`src/rtl/shift_rows_engine.sv`:
```
// Multi-cycle AES ShiftRows / InvShiftRows engine over a ROWS x NUM_COLS byte state.
// Rotates one row per clock; valid/ready on both sides.
// Optional feature macro: SHIFT_ROWS_INV_EN (honour invMode for right rotation).
module shift_rows_engine #(
    parameter int unsigned ROWS     = 4,
    parameter int unsigned NUM_COLS = 4,
    localparam int unsigned STATE_W = 8 * ROWS * NUM_COLS
) (
    input  logic               clk,
    input  logic               reset,
    input  logic               inValid,
    output logic               inReady,
    input  logic [STATE_W-1:0] stateIn,
    input  logic               invMode,
    output logic               outValid,
    input  logic               outReady,
    output logic [STATE_W-1:0] stateOut,
    output logic               busy
);

    localparam int unsigned CntW = $clog2(ROWS + 1);

    typedef enum logic [1:0] {StIdle, StRotate, StDone} state_e;

    state_e             state_q, state_d;
    logic [CntW-1:0]    row_cnt_q, row_cnt_d;
    logic [STATE_W-1:0] work_q, work_d;
    logic [STATE_W-1:0] rot_state;

    // MSB position of byte (column c, row r); byte 0 is the MSB, column-major
    function automatic int unsigned msb(input int unsigned c, input int unsigned r);
        return STATE_W - 1 - 8 * (c * ROWS + r);
    endfunction

    // Source column for a left rotation of row r
    function automatic int unsigned src_left(input int unsigned c, input int unsigned r);
        return (c + r) % NUM_COLS;
    endfunction

`ifdef SHIFT_ROWS_INV_EN
    logic inv_q, inv_d;

    // Source column for a right rotation of row r
    function automatic int unsigned src_right(input int unsigned c, input int unsigned r);
        return (c + NUM_COLS - (r % NUM_COLS)) % NUM_COLS;
    endfunction
`else
    logic unused_inv_mode;
    assign unused_inv_mode = invMode;
`endif

    // Work register with only the row selected by row_cnt_q rotated
    always_comb begin
        rot_state = work_q;
        for (int unsigned r = 1; r < ROWS; r++) begin
            if (row_cnt_q == CntW'(r)) begin
                for (int unsigned c = 0; c < NUM_COLS; c++) begin
`ifdef SHIFT_ROWS_INV_EN
                    if (inv_q) begin
                        rot_state[msb(c, r) -: 8] = work_q[msb(src_right(c, r), r) -: 8];
                    end else begin
                        rot_state[msb(c, r) -: 8] = work_q[msb(src_left(c, r), r) -: 8];
                    end
`else
                    rot_state[msb(c, r) -: 8] = work_q[msb(src_left(c, r), r) -: 8];
`endif
                end
            end
        end
    end

    // Next-state logic: accept in idle, one row per cycle, hold result until taken
    always_comb begin
        state_d   = state_q;
        row_cnt_d = row_cnt_q;
        work_d    = work_q;
`ifdef SHIFT_ROWS_INV_EN
        inv_d     = inv_q;
`endif
        unique case (state_q)
            StIdle: begin
                if (inValid) begin
                    work_d    = stateIn;
                    row_cnt_d = CntW'(1);
`ifdef SHIFT_ROWS_INV_EN
                    inv_d     = invMode;
`endif
                    // Row 0 never moves, so a single-row state is finished on accept
                    state_d   = (ROWS > 1) ? StRotate : StDone;
                end
            end
            StRotate: begin
                work_d    = rot_state;
                row_cnt_d = row_cnt_q + 1'b1;
                if (row_cnt_q == CntW'(ROWS - 1)) begin
                    state_d = StDone;
                end
            end
            StDone: begin
                if (outReady) begin
                    state_d = StIdle;
                end
            end
            default: state_d = StIdle;
        endcase
    end

    // State registers; reset discards any partial result
    always_ff @(posedge clk or posedge reset) begin
        if (reset) begin
            state_q   <= StIdle;
            row_cnt_q <= '0;
            work_q    <= '0;
`ifdef SHIFT_ROWS_INV_EN
            inv_q     <= 1'b0;
`endif
        end else begin
            state_q   <= state_d;
            row_cnt_q <= row_cnt_d;
            work_q    <= work_d;
`ifdef SHIFT_ROWS_INV_EN
            inv_q     <= inv_d;
`endif
        end
    end

    assign inReady  = (state_q == StIdle);
    assign outValid = (state_q == StDone);
    assign busy     = (state_q != StIdle);
    assign stateOut = work_q;

endmodule

```
`config.mk`:
```
export PLATFORM = sky130hd
export DESIGN_NAME = shift_rows_engine
export DESIGN_NICKNAME = d
export VERILOG_FILES = /design/src/rtl/shift_rows_engine.sv
export SDC_FILE = /design/constraint.sdc
export NUM_CORES = 1
export LEC_CHECK = 0
export ABC_AREA = 1
export BUFFER_PORTS_ARGS = -buffer_cell sky130_fd_sc_hd__buf_2
export CORE_MARGIN = 3
export CORE_UTILIZATION = 44
export DETAILED_ROUTE_END_ITERATION = 7
export PLACE_DENSITY = 0.83
export SLEW_MARGIN = 20
export SYNTH_ARGS = -nofsm -noshare
export SYNTH_HDL_FRONTEND = slang
export SYNTH_SLANG_ARGS = --single-unit
```
`constraint.sdc`:
```
create_clock -name clk -period 3.45 [get_ports clk]
set_input_delay 0.1725 -clock clk [delete_from_list [all_inputs] [get_ports clk]]
set_output_delay 0.1725 -clock clk [all_outputs]
set_load 0.02 [all_outputs]
```
==> reports/qor.yml <==
cp_max_fo: 33
power_density_nw_per_um2: 1068
synth_common_cells: "nand2_1 (486), nand3_1 (192), dfrtp_1 (133), buf_2 (31), clkbuf_1 (14)"
antenna_found_initial: 0
crit_required_ns: 3.75
die_w_um: 129.6
cap_violations: 0
multiInputGateArea_um2: 2949
grt-ovfl-total: 0
hold_ws_ns: 0.02584
crit_path_start: "row_cnt_q[0]$_DFFE_PP0P_"
worstSkewPairLatency_ns: 0.41
cts_setup_buffers: 0
drt_wl_total_um: 20640
slew_headroom_pct: 27.50
hold_viol_final: 0
htreeDepth: 4
tns_ns: 0
die_y_um: 129.6
timing.final.crit_share_pct: 72.69
final.setup_skew_ns: 0.009661
initial_core_util_pct: 45.54
dp.cells: 1298
arrival_ns: 2.80
r2r_start: "row_cnt_q[0]$_DFFE_PP0P_"
post_cts_resized: 0
final_nets: 1297
cts-root-buf: "clkbuf_16"
numCtsBuffers: 17
synth_async_sr_flop_share_pct: 100.0
leakage_nw: 5.241
postRouteAntennaNets: 0
rsz0062_at_grt: "false"
worst_slew_pin_slew_ns: 1.085
critPathSlowestCell: "nand2_1"
fmax_mhz: 398.7
synth.cell_area_um2: 6719
ff_latch_area_um2: 3329
synth_cell_type_count: 18
min_period_ns: 2.508
hpwl_um: 13320
seq_area_frac_synth_pct: 49.53
finalSetupViolCount: 0
ys_seq_elements: 133
grt_max_degree: 68
synth.largest_area_cell: "dfrtp_1"
dpl_cell_area_um2: 7958
wl_per_cell_um: 15.22
io_buffer_count: 262
status: "completed"
crit_type: "reg2reg"
drc_errors: 0
route.vias.total: 7012
dp_slack_ns: 0.9185
n_antenna_cell: 0
layoutNonFillerInstCount: 1356
gp_congestion: 0.8408
drv_slew: 0
final_area_um2: 8788
min_from: "stateIn[121]"
peakVddDrop_mv: 0.5145
routed_via_density: 5.171
path_common_cell: "nand2_1"
hold_buffers: 27
hold_path_class: "in2reg"
synth-main-ff-cell: "dfrtp_1"
rows: 44
path_buf_inv: 2
grtUsageTotal_pct: 24.35
clock_tree.buffer_depth: 2
timing.final.ws_setup_ns: 0.9421
num-fill-cells: 1343
critPathTopFamily: "simple AND/OR/NAND/NOR gates"
num_io_pins: 264
yosysTopAreaCellShare_pct: 49.53
drtPass1Iterations: 7
synth-edff-count: 0
grt_pass1_wl_um: 32650
syn_nets: 1044
die_area_um2: 16790
coreArea_um2: 14750
cts_tree: "built"
worstSetupStartpointType: "flop"
power_mw: 9.390
yosysWarnings: 0
drive_above_1_share_pct: 26.62
synth_area_leaders: "dfrtp_1 (50%), nand2_1 (27%), nand3_1 (14%), buf_2 (2.3%), buf_6 (2.2%)"
end_kind: "flop"
syn_area_per_cell_um2: 7.408
postSynthCellCount: 907
syn2layout_area_growth_pct: 30.80
synth.most_common_cell: "nand2_1"
drt_iter0_markers: 479
cts.clk_slew.worst_paths_ns: 0.06
worstPathCellList: "inv_1 > ha_1 > inv_1 > nor2_1 > nand2_2 > nand2_1 > nand2_1 > nand2_1"
grt_pass1_vias: 6490
cp_slowest_stage_delay_ns: 0.83
utilization_pct: 59.57
clock_sinks: 133
-- state kept, by name (all words and copies together), names as in the netlist --
signal     flops
stateOut     128
row_cnt_q      3
state_q        2
-- power by group --
group          switching (mW)  internal, mW  total [mW]
clock network           0.626          1.08        1.71
logic                    3.32          1.50        4.81
registers               0.573          2.30        2.87
total                    4.51          4.88        9.39
-- worst reg2reg max path, stage by stage (launching register included) --
cell     delay [ns]
dfrtp_1        0.41
inv_1          0.07
ha_1           0.19
inv_1          0.05
nor2_1         0.04
nand2_2        0.47
nand2_1        0.84
nand2_1        0.25
nand2_1        0.08
-- placed cells by master (no fill, tap or decap), types with 4 or more instances in the layout --
cell type,count
clkbuf_1,5
clkbuf_16,17
dfrtp_1,132
buf_4,11
buf_2,262
inv_1,6
ha_1,4
o21ai_0,5
dlygate4sd3_1,27
clkbuf_8,5
nand3_1,192
nand2_1,485
-- final timing paths --
| path | endpoint | slack [ns] | cells past startpoint |
|---|---|---|---|
| hold / removal | stateOut[121]$_DFFE_PP0P_ | 0.03 | 3 |
| setup / recovery | stateOut[104]$_DFFE_PP0P_ | 0.94 | 8 |
| min in group asynchronous | stateOut[55]$_DFFE_PP0P_ | 0.41 | 3 |
| max in group asynchronous | stateOut[111]$_DFFE_PP0P_ | 2.12 | 4 |
| setup reg to reg | stateOut[104]$_DFFE_PP0P_ | 0.94 | 8 |
| hold reg to reg | stateOut[127]$_DFFE_PP0P_ | 0.47 | 2 |
-- logic make-up after synthesis --
family          Yosys count  synth area share, %
flops                   133                49.53
simple gates            688                42.63
compound gates            6               0.4842
fa+ha+maj                 4               0.7449
buf+inv                  76                6.611
-- per-layer routing --
layer / wire [um] / global-route usage (%)
met3: 1735 / 6.348
met2: 10010 / 39.46
met5: 0 / 0
met4: 529 / 9.841
met1: 8364 / 31.21
-- area by class of cell --
cell class | count | area share, %
sequential | 133 | 37.88
multi-input combinational | 698 | 33.56
timing repair buffer | 301 | 19.16
clock buffer | 27 | 5.837
tap | 184 | 2.620
clock inverter | 4 | 0.5125
inverter | 9 | 0.4271
Note: power is estimated with default switching activity, not from simulation.
